<file path="config.mk">
export PLATFORM = sky130hd
export DESIGN_NAME = bcd_seq_converter_flat
export DESIGN_NICKNAME = d
export VERILOG_FILES = /design/src/rtl/bcd_pkg.sv /design/src/rtl/bcd_seq_converter_if.sv /design/src/rtl/bcd_dabble_step.sv /design/src/rtl/bcd_seq_converter.sv /design/src/flat_wrapper.sv
export SDC_FILE = /design/constraint.sdc
export NUM_CORES = 1
export LEC_CHECK = 0
export ABC_AREA = 1
export ABC_CLOCK_PERIOD_IN_PS = 2600
export CAP_MARGIN = 10
export CORE_AREA = 2 2 105 107
export DETAILED_ROUTE_END_ITERATION = 6
export DIE_AREA = 0 0 107 109
export PLACE_DENSITY = 0.59
export SYNTH_ARGS = -nofsm -noshare
export SYNTH_HDL_FRONTEND = slang
export SYNTH_SLANG_ARGS = --single-unit
</file>
<file path="constraint.sdc">
create_clock -name clk -period 2.6 [get_ports clk]
set_input_delay 0.52 -clock clk [delete_from_list [all_inputs] [get_ports clk]]
set_output_delay 0.52 -clock clk [all_outputs]
set_load 0.1 [all_outputs]
</file>
<file path="src/rtl/bcd_pkg.sv">
// Shared types and helpers for the sequential binary-to-BCD converter.
// Optional build macro: BCD_SEQ_BLANK_LEAD_EN (leading-zero blanking).
package bcd_pkg;

  typedef enum logic [2:0] {IDLE, LOAD, SHIFT, STORE, DONE} state_t;

  localparam logic [3:0] BLANK_CODE = 4'hF;

  // Number of BCD digits that can always hold an in_w-bit binary value.
  function automatic int nd_of(input int in_w);
    return (in_w + 2) / 3;
  endfunction

  // Edges from accept (counted as edge 1) to the edge that opens the done cycle.
  function automatic int latency_of(input int in_w, input int channels);
    return channels * (in_w + 2) + 1;
  endfunction

endpackage

</file>
<file path="src/rtl/bcd_seq_converter_if.sv">
// Request/result bundle between the clock logic (master) and the converter (slave).
// Optional build macro: BCD_SEQ_BLANK_LEAD_EN (affects the bcd_bus codes only).
interface bcd_seq_converter_if #(
  parameter int IN_W     = 6,
  parameter int DIGITS   = 2,
  parameter int CHANNELS = 3
) ();

  // start is taken on a rising edge only while busy=0; busy stays high from that
  // edge through the done cycle, and done is a one-cycle pulse with bcd_bus/ovf valid.
  logic                         start;
  logic [CHANNELS*IN_W-1:0]     in_bus;
  logic                         busy;
  logic                         done;
  logic [CHANNELS*DIGITS*4-1:0] bcd_bus;
  logic [CHANNELS-1:0]          ovf;
  bcd_pkg::state_t              dbg_state;

  modport master (
    output start, in_bus,
    input  busy, done, bcd_bus, ovf, dbg_state
  );

  modport slave (
    input  start, in_bus,
    output busy, done, bcd_bus, ovf, dbg_state
  );

endinterface

</file>
<file path="src/rtl/bcd_dabble_step.sv">
// One double-dabble iteration: add 3 to every BCD digit >= 5, then shift the
// whole scratch register left by one bit.
module bcd_dabble_step #(
  parameter int ND   = 2,
  parameter int IN_W = 6
) (
  input  logic [ND*4+IN_W-1:0] din,
  output logic [ND*4+IN_W-1:0] dout
);

  logic [ND*4+IN_W-1:0] adj;

  always_comb begin
    adj = din;
    for (int i = 0; i < ND; i++) begin
      if (din[IN_W+i*4 +: 4] >= 4'd5) begin
        adj[IN_W+i*4 +: 4] = din[IN_W+i*4 +: 4] + 4'd3;
      end
    end
    dout = adj << 1;
  end

endmodule

</file>
<file path="src/rtl/bcd_seq_converter.sv">
// Time-multiplexed double-dabble converter, one bit per clock per channel.
// Optional build macro: BCD_SEQ_BLANK_LEAD_EN blanks leading zero digits with 4'hF.
module bcd_seq_converter
  import bcd_pkg::*;
#(
  parameter int IN_W     = 6,
  parameter int DIGITS   = 2,
  parameter int CHANNELS = 3
) (
  input  logic                 clk,
  input  logic                 reset,
  bcd_seq_converter_if.slave   bus
);

  localparam int ND = nd_of(IN_W);
  localparam int SW = ND*4 + IN_W;
  localparam int MD = (ND > DIGITS) ? ND : DIGITS;
  localparam int XW = MD*4;
  localparam int CW = (CHANNELS > 1) ? $clog2(CHANNELS) : 1;
  localparam int BW = $clog2(IN_W + 1);
  localparam int OW = CHANNELS*DIGITS*4;

  state_t                   state_q, state_d;
  logic [CHANNELS*IN_W-1:0] in_lat_q, in_lat_d;
  logic [CW-1:0]            chan_q, chan_d;
  logic [BW-1:0]            bitcnt_q, bitcnt_d;
  logic [SW-1:0]            scratch_q, scratch_d, step_out;
  logic [OW-1:0]            shadow_q, shadow_d, bcd_q, bcd_d, disp;
  logic [CHANNELS-1:0]      shadow_ovf_q, shadow_ovf_d, ovf_q, ovf_d;
  logic [XW-1:0]            bcd_ext;
  logic                     ch_ovf;

  bcd_dabble_step #(.ND(ND), .IN_W(IN_W)) u_step (
    .din  (scratch_q),
    .dout (step_out)
  );

  // BCD part of the scratch, zero-extended so DIGITS may exceed ND.
  assign bcd_ext = XW'(scratch_q[SW-1 -: ND*4]);

  always_comb begin
    ch_ovf = 1'b0;
    for (int d = DIGITS; d < ND; d++) begin
      ch_ovf = ch_ovf | (bcd_ext[d*4 +: 4] != 4'd0);
    end
  end

  always_comb begin
    state_d      = state_q;
    in_lat_d     = in_lat_q;
    chan_d       = chan_q;
    bitcnt_d     = bitcnt_q;
    scratch_d    = scratch_q;
    shadow_d     = shadow_q;
    shadow_ovf_d = shadow_ovf_q;
    case (state_q)
      IDLE: begin
        if (bus.start) begin
          in_lat_d = bus.in_bus;
          chan_d   = '0;
          state_d  = LOAD;
        end
      end
      LOAD: begin
        scratch_d = SW'(in_lat_q[int'(chan_q)*IN_W +: IN_W]);
        bitcnt_d  = BW'(IN_W);
        state_d   = SHIFT;
      end
      SHIFT: begin
        scratch_d = step_out;
        bitcnt_d  = bitcnt_q - 1'b1;
        if (bitcnt_q == BW'(1)) state_d = STORE;
      end
      STORE: begin
        for (int d = 0; d < DIGITS; d++) begin
          shadow_d[(int'(chan_q)*DIGITS + d)*4 +: 4] = bcd_ext[d*4 +: 4];
        end
        shadow_ovf_d[chan_q] = ch_ovf;
        if (chan_q == CW'(CHANNELS-1)) begin
          state_d = DONE;
        end else begin
          chan_d  = chan_q + 1'b1;
          state_d = LOAD;
        end
      end
      DONE:    state_d = IDLE;
      default: state_d = IDLE;
    endcase
  end

  always_comb begin
    disp = shadow_d;
`ifdef BCD_SEQ_BLANK_LEAD_EN
    for (int k = 0; k < CHANNELS; k++) begin
      logic lead;
      lead = !shadow_ovf_d[k];
      for (int d = DIGITS-1; d >= 1; d--) begin
        if (lead && (disp[(k*DIGITS + d)*4 +: 4] == 4'd0)) begin
          disp[(k*DIGITS + d)*4 +: 4] = BLANK_CODE;
        end else begin
          lead = 1'b0;
        end
      end
    end
`endif
  end

  // Results land on the edge into DONE, so they are visible exactly while done is high.
  always_comb begin
    bcd_d = bcd_q;
    ovf_d = ovf_q;
    if ((state_q == STORE) && (chan_q == CW'(CHANNELS-1))) begin
      bcd_d = disp;
      ovf_d = shadow_ovf_d;
    end
  end

  always_ff @(posedge clk or posedge reset) begin
    if (reset) begin
      state_q      <= IDLE;
      in_lat_q     <= '0;
      chan_q       <= '0;
      bitcnt_q     <= '0;
      scratch_q    <= '0;
      shadow_q     <= '0;
      shadow_ovf_q <= '0;
      bcd_q        <= '0;
      ovf_q        <= '0;
    end else begin
      state_q      <= state_d;
      in_lat_q     <= in_lat_d;
      chan_q       <= chan_d;
      bitcnt_q     <= bitcnt_d;
      scratch_q    <= scratch_d;
      shadow_q     <= shadow_d;
      shadow_ovf_q <= shadow_ovf_d;
      bcd_q        <= bcd_d;
      ovf_q        <= ovf_d;
    end
  end

  assign bus.busy      = (state_q != IDLE);
  assign bus.done      = (state_q == DONE);
  assign bus.bcd_bus   = bcd_q;
  assign bus.ovf       = ovf_q;
  assign bus.dbg_state = state_q;

endmodule

</file>
<file path="src/flat_wrapper.sv">
// flat-port wrapper written by rule: the top's interface ports become plain ports
module bcd_seq_converter_flat import bcd_pkg::*;
#(
  parameter int IN_W     = 6,
  parameter int DIGITS   = 2,
  parameter int CHANNELS = 3
)
  (clk, reset, bus_start, bus_in_bus, bus_busy, bus_done, bus_bcd_bus, bus_ovf, bus_dbg_state);
  bcd_seq_converter_if #(.IN_W(IN_W), .DIGITS(DIGITS), .CHANNELS(CHANNELS)) bus_i ();
  input  logic clk;
  input  logic reset;
  input wire logic [$bits(bus_i.start)-1:0] bus_start;
  input wire logic [$bits(bus_i.in_bus)-1:0] bus_in_bus;
  output wire logic [$bits(bus_i.busy)-1:0] bus_busy;
  output wire logic [$bits(bus_i.done)-1:0] bus_done;
  output wire logic [$bits(bus_i.bcd_bus)-1:0] bus_bcd_bus;
  output wire logic [$bits(bus_i.ovf)-1:0] bus_ovf;
  output wire logic [$bits(bus_i.dbg_state)-1:0] bus_dbg_state;
  assign bus_i.start = bus_start;
  assign bus_i.in_bus = bus_in_bus;
  assign bus_busy = bus_i.busy;
  assign bus_done = bus_i.done;
  assign bus_bcd_bus = bus_i.bcd_bus;
  assign bus_ovf = bus_i.ovf;
  assign bus_dbg_state = bus_i.dbg_state;
  bcd_seq_converter #(.IN_W(IN_W), .DIGITS(DIGITS), .CHANNELS(CHANNELS)) u_core (.clk(clk), .reset(reset), .bus(bus_i));
endmodule
</file>
==> summary.txt, run 1 <==
Horiz. Die Dim: 107 µm
most used flip-flop cell after synthesis: dfrtp_1
slowest stage delay, CP: 0.53 ns
Setup TNS: 0 ns
max cap viols: 0
Yosys reg bits: 85
Detailed Routing Iterations Pass 1: 4
setup bufs post-CTS: 0
CP top delay family: flip-flops
minimum clock period after layout: 1.98 ns
synth cell count leaders: nand2_1 (182), dfrtp_1 (85), nand3_1 (64), inv_1 (50), nor2_1 (34)
worst hold path endpoint: u_core.bus.ovf[2]
layout cells sized above 1: 12.8%
diodes inserted: 0
final setup vio count: 0
first-pass GRT wire length: 15000 µm
cts repair resizes: 0
number of flops mapped to enable cells by yosys: 0
status: completed
Critical Path RT: 2.08 ns
CTS tree: yes
largest family of logic cells by synthesized area: simple AND/OR/NAND/NOR gates
antenna-violating nets left: 0
Power Density: 1250 nW/µm²
HP Class: reg -> reg
Reg2Reg Launch Point: u_core.chan_q[0]
CTS Buf Count: 9
sequential share of the synthesized area: 51.5%
final hold violations: 0
CTS max path bufs: 2
fin. max-slew vios: 0
die height: 109 µm
Clk Latency, worst-skew pair: 0.36 ns
initial core utilization: 38.9%
CP max stage cell: dfrtp_1
placed wire-length estimate: 6140 µm
# IOs: 53
WHS: 0.468 ns
Cell Chain, Critical Path: inv_2 -> nand3_2 -> buf_4
clock skew: 0.00778 ns
Slew headroom: 64.5%
drt wl/cell: 12.3 µm
die area: 11700 µm²
Mapped Nets: 546
Crit Path Max Fanout: 5
R2R setup slack: 0.74 ns
WP buf/inv: 2
peak supply drop: 0.000842 V
clock root cell: clkbuf_8
multiplexer share of the synthesized area: 0%
First DRT Iteration DRCs: 184
total global routing track utilization: 16.6%
Post-Route WL: 8720 µm
Max Clk Rate: 505 MHz
Synth Instances: 515
DRC Markers: 0
Placer Congestion: 0.796
via count: 3258
leakage: 2.61 nW
clock sinks: 85
element type at the critical path start: register
simple logic cell fraction of the synthesized area: 33.5%
CP Capture Type: output port
Synth Area in Compound Gates: 3.70%
CTS Hold Bufs: 0
Port Buffers: 52
largest net degree at the start of global routing: 86
Unique masters post-synth: 30
row count: 38
nets: 595
kind of critical path: reg -> out
worst hold path depth: 2
worst-margin pin slew: 0.532 ns
min-delay src: u_core.bus.ovf[2]
largest cells by area after synthesis: dfrtp_1 (52%), nand2_1 (17%), nand3_1 (7.8%)
RSZ-0062 raised after global routing: no
worst-case reg-to-reg path depth: 6
most frequent cell after synthesis: nand2_1
xor/xnor share of the synthesized area: 0%
Area Overhead vs Synth: 18.4%
gr ovfl total: 0
Post-Syn Area per Cell: 8.02 µm²
Synth top area share: 51.5%
Reg clk slew, reported paths: 0.08 ns
H-Tree Depth: 3
adder-cell share of the synthesized area: 3.03%
Tot Pwr: 6.10 mW
Synth async-reset ratio: 100%
period utilization: 76.1%
Synth area leader: dfrtp_1
worst reg2reg path endpoint: u_core.shadow_q[1]
initial antenna violation count: 0
number of global-route vias before repair: 3180
core region area: 10600 µm²
Yosys warning count: 0
Synth Cell Area: 4130 µm²
DR vias/cell: 4.60
arrival time worst endpoint: 1.46 ns
-- worst reg2reg max path, stage by stage (launching register included) --
cell and delay [ns]:
dfrtp_1 0.38, inv_1 0.40, ha_1 0.41, nand2_2 0.20, clkinv_2 0.14, nand2_1 0.08, and2_1 0.14
-- cell type report --
class | count | area [µm²]
Fill cell | 1096 | 5720
Sequential cell | 85 | 2130
Multi-Input combinational cell | 353 | 1670
Timing Repair Buffer | 58 | 498
Inverter | 57 | 224
Tap cell | 140 | 175
Clock buffer | 10 | 128
Clock inverter | 6 | 63.8
-- worst max path at each step --
stage	startpoint	depth (start not counted)	endpoint
floorplan	u_core.bus.dbg_state[2]	2	bus_done
global placement	bus_start	6	u_core.chan_q[1]
detailed placement	u_core.chan_q[0]	6	u_core.shadow_q[7]
CTS	u_core.bus.dbg_state[2]	3	bus_busy
global route	u_core.chan_q[0]	8	u_core.bus.bcd_bus[2]
finish	u_core.bus.dbg_state[2]	3	bus_busy
-- cells in the final DEF, fill, tap and decap left out, types with 2 or more instances in the layout --
master and n:
nand2_4 3, o21ai_0 6, clkinvlp_4 3, inv_1 49
clkdlybuf4s50_1 20, nor2_1 34, clkbuf_8 9, o21ai_1 8
ha_1 10, nand2_1 182, a21oi_1 11, clkinv_2 3
dfrtp_1 85, o22ai_1 2, clkinv_4 2, and2_1 16
nand3_2 2, or2_2 2, nand3_1 64, nand2_2 3
or2_0 4, buf_4 37, inv_2 4
-- routing by layer --
metal | up-vias | wire length [µm] | track usage (%)
met1 | 1490 | 4160 | 21.2
met2 | 63 | 4120 | 27.8
met4 | 0 | 143 | 7.61
met5 | - | 0 | 0
met3 | 11 | 293 | 2.57
li1 | 1694 | - | -
-- per-stage QoR --
| step | setup WS [ns] | utilization [%] | area [µm²] | std cells |
|---|---|---|---|---|
| 2_1_floorplan | 0.0816 | - | 4140 | 515 |
| 3_3_place_gp | 0.822 | 44.3 | 4700 | 693 |
| 3_5_place_dp | 0.776 | 44.3 | 4700 | 693 |
| 4_1_cts | 0.571 | 46.1 | 4890 | 709 |
| 5_1_grt | 0.549 | 46.1 | 4890 | 709 |
| 6_report | 0.621 | 46.1 | 4890 | 709 |
-- kinds of logic (layout without fill, tap and decap cells) --
| logic type | Yosys count | count (layout) |
|---|---|---|
| DFF | 85 | 85 |
| buffers and inverters | 77 | 131 |
| AOI/OAI and AO/OA | 29 | 29 |
| and+or+nand+nor | 314 | 314 |
| adders and majority gates | 10 | 10 |
-- state kept, by name, indices dropped and copies added (netlist names) --
register and flops:
u_core.in_lat_q 18, u_core.bus.dbg_state 3, u_core.chan_q 2, u_core.shadow_ovf_q 2, u_core.scratch_q 14, u_core.shadow_q 16, u_core.bus.bcd_bus 24, u_core.bitcnt_q 3
u_core.bus.ovf 3
-- power by group --
group          total [mW]  switching, mW  leakage, nW  internal (mW)
registers            2.08          0.267         1.09           1.81
logic                3.10           2.25         1.42          0.850
clock network       0.922          0.479       0.0923          0.442
Note: power is estimated with default switching activity, not from simulation.
==> run 2: changes to the inputs <==
- ABC_CLOCK_PERIOD_IN_PS: 2600 -> 1850
- PLACE_DENSITY: 0.59 -> 0.57
- clock period: 2.6 -> 1.85 ns (I/O delays scaled with it)
==> run 2 against run 1 <==
  * Hold slack gained 0.0032 ns
  * Largest cell class unchanged
  * Cell area rose by 9.4%
  * Non-clock buffer count is 3 higher
  * Sequential power is 45% higher
  * Sequential share of layout area fell by 3.7 points
  * Total power increased by 52%
  * Clock skew grew 0.0028 ns
  * Global-route usage is essentially flat
==> summary.txt, run 2 (same netlist as run 1, synthesis figures left out) <==
status: completed
layout cells sized above 1: 13.6% (+0.81 points)
setup bufs post-CTS: 0 (unchanged)
CTS tree: yes
CP endpoint: bus_done
worst setup path startpoint: u_core.bus.dbg_state[2]
fin. max-slew vios: 0 (unchanged)
Post-Route WL: 8760 µm (+0.44%)
gr ovfl total: 0 (unchanged)
initial core utilization: 38.9% (unchanged)
Final Non-Filler Cells: 712 (+0.42%)
WL met1: 4010 µm (-3.7%)
Crit Path Max Fanout: 5 (unchanged)
die area: 11700 µm² (unchanged)
post-route design area: 5350 µm² (+9.4%)
Max Used Layer: met4
clock sinks: 85 (unchanged)
slowest stage delay, CP: 0.46 ns (-0.07 ns)
clock root cell: clkbuf_8
final hold violations: 0 (unchanged)
max reg flops: 24 (unchanged)
met2 WL: 4280 µm (+3.7%)
DRC Markers: 0 (unchanged)
H-Tree Depth: 3 (unchanged)
R2R setup slack: 0.26 ns (-0.48 ns)
leakage: 2.72 nW (+4.5%)
Power Density: 1740 nW/µm² (+39%)
final setup vio count: 0 (unchanged)
CTS Hold Bufs: 0 (unchanged)
minimum clock period after layout: 1.65 ns
arrival time worst endpoint: 1.28 ns (-0.18 ns)
CTS Buf Count: 9 (unchanged)
Reg clk slew, reported paths: 0.09 ns (about the same)
element type at the critical path start: register
# IOs: 53 (unchanged)
critical path depth: 3 (unchanged)
Detailed Routing Iterations Pass 1: 4 (unchanged)
CP Capture Type: output port
WL met3: 334 µm (+14%)
CTS max path bufs: 2 (unchanged)
Cell Chain, Critical Path: inv_2 -> nor3_4 -> buf_12
Critical Path RT: 1.48 ns (-0.60 ns)
drt wl/cell: 12.3 µm (about the same)
Reg2Reg Launch Point: u_core.chan_q[0]
Post-Place Cells: 696 (+0.43%)
core region area: 10600 µm² (unchanged)
max cap viols: 0 (unchanged)
first-pass GRT wire length: 15300 µm (+1.7%)
via count: 3266 (+0.25%)
number of global-route vias before repair: 3215 (+1.1%)
RSZ-0062 raised after global routing: no
die height: 109 µm (unchanged)
Clk Latency, worst-skew pair: 0.35 ns (about the same)
dpl cell area: 5130 µm² (+9.2%)
most common cell after layout, fill and taps aside: nand2_1
nets: 598 (+0.50%)
Slew headroom: 68.6% (+4.1 points)
peak supply drop: 0.000784 V (-6.9%)
fin util: 50.4% (+4.3 points)
initial antenna violation count: 0 (unchanged)
Max Clk Rate: 606 MHz
placed wire-length estimate: 6220 µm (+1.4%)
antenna-violating nets left: 0 (unchanged)
commonest non-fill, non-tap cells in the layout: nand2_1 (182), dfrtp_1 (82), nand3_1 (64), inv_1 (49), nor2_1 (34)
CP max stage cell: dfrtp_2
largest net degree at the start of global routing: 86 (unchanged)
cts repair resizes: 0 (unchanged)
row count: 38 (unchanged)
Placer Congestion: 0.776 (-2.5%)
Horiz. Die Dim: 107 µm (unchanged)
CP top delay family: flip-flops
HP Class: in -> async
period utilization: 89.2%
diodes inserted: 0 (unchanged)
Area Overhead vs Synth: 29.5%
kind of critical path: reg -> out
worst-margin pin slew: 0.471 ns (-0.0607 ns)
worst-case reg-to-reg path depth: 8 (+2)
DR vias/cell: 4.59 (-0.18%)
First DRT Iteration DRCs: 184 (unchanged)
WP buf/inv: 2 (unchanged)
Port Buffers: 52 (unchanged)
total global routing track utilization: 16.6% (-0.019 points)
clock skew: 0.0106 ns (+0.00278 ns)
worst reg2reg path endpoint: u_core.shadow_q[1]
[run 2: cell count changes in the layout (fill, tap and decap cells not counted), sizes merged]
cell and change:
buf +3, clkbuf +2, clkinv -2, clkinvlp -1, bufinv +1
[run 2: area by class of cell]
class                   count  area, µm²
clock buffers              12        145
clock inverters             4       72.6
fillers                  1014       5260
inverters                  57        224
multi-input cells         353       1680
flip-flops and latches     85       2130
well taps                 140        175
repair buffers             61        921
[run 2: worst min path at each step]
stage          cells past startpoint                start  slack (ns)             endpoint
6_report                           3                reset        0.47  u_core.shadow_q[12]
4_1_cts                            2   u_core.in_lat_q[1]        0.48   u_core.in_lat_q[1]
3_5_place_dp                       2  u_core.scratch_q[1]        0.46  u_core.scratch_q[1]
2_1_floorplan                      2   u_core.in_lat_q[0]        0.44   u_core.in_lat_q[0]
3_3_place_gp                       2  u_core.in_lat_q[12]        0.46  u_core.in_lat_q[12]
5_1_grt                            2  u_core.scratch_q[1]        0.50  u_core.scratch_q[1]
[run 2: stage by stage]
step                hold slack (ns)  setup slack, ns  total power, mW  setup TNS (ns)
detailed placement            0.459            0.282             7.94               0
CTS                           0.479            0.171             9.41               0
finish                        0.472            0.201             9.30               0
floorplan                     0.437           -0.191             6.44          -0.191
global placement              0.457            0.320             7.84               0
global route                  0.500           0.0306             10.0               0
[run 2: routing by layer]
metal / track usage, % / up-vias
li1: - / 1693
met2: 28.5 / 65
met4: 5.19 / 0
met5: 0 / -
met1: 21.5 / 1494
met3: 2.75 / 14
[run 2: worst reg2reg max path: stages, from the launching register on]
cell     delay [ns]
dfrtp_1        0.38
inv_1          0.11
buf_4          0.17
ha_1           0.25
inv_1          0.06
nor2_1         0.22
nand3_1        0.11
nand2_1        0.09
and2_1         0.13
[run 2: power by group]
part,internal (mW),switching [mW]
Clock,0.797,0.639
Sequential,2.55,0.464
Combinational,1.67,3.19
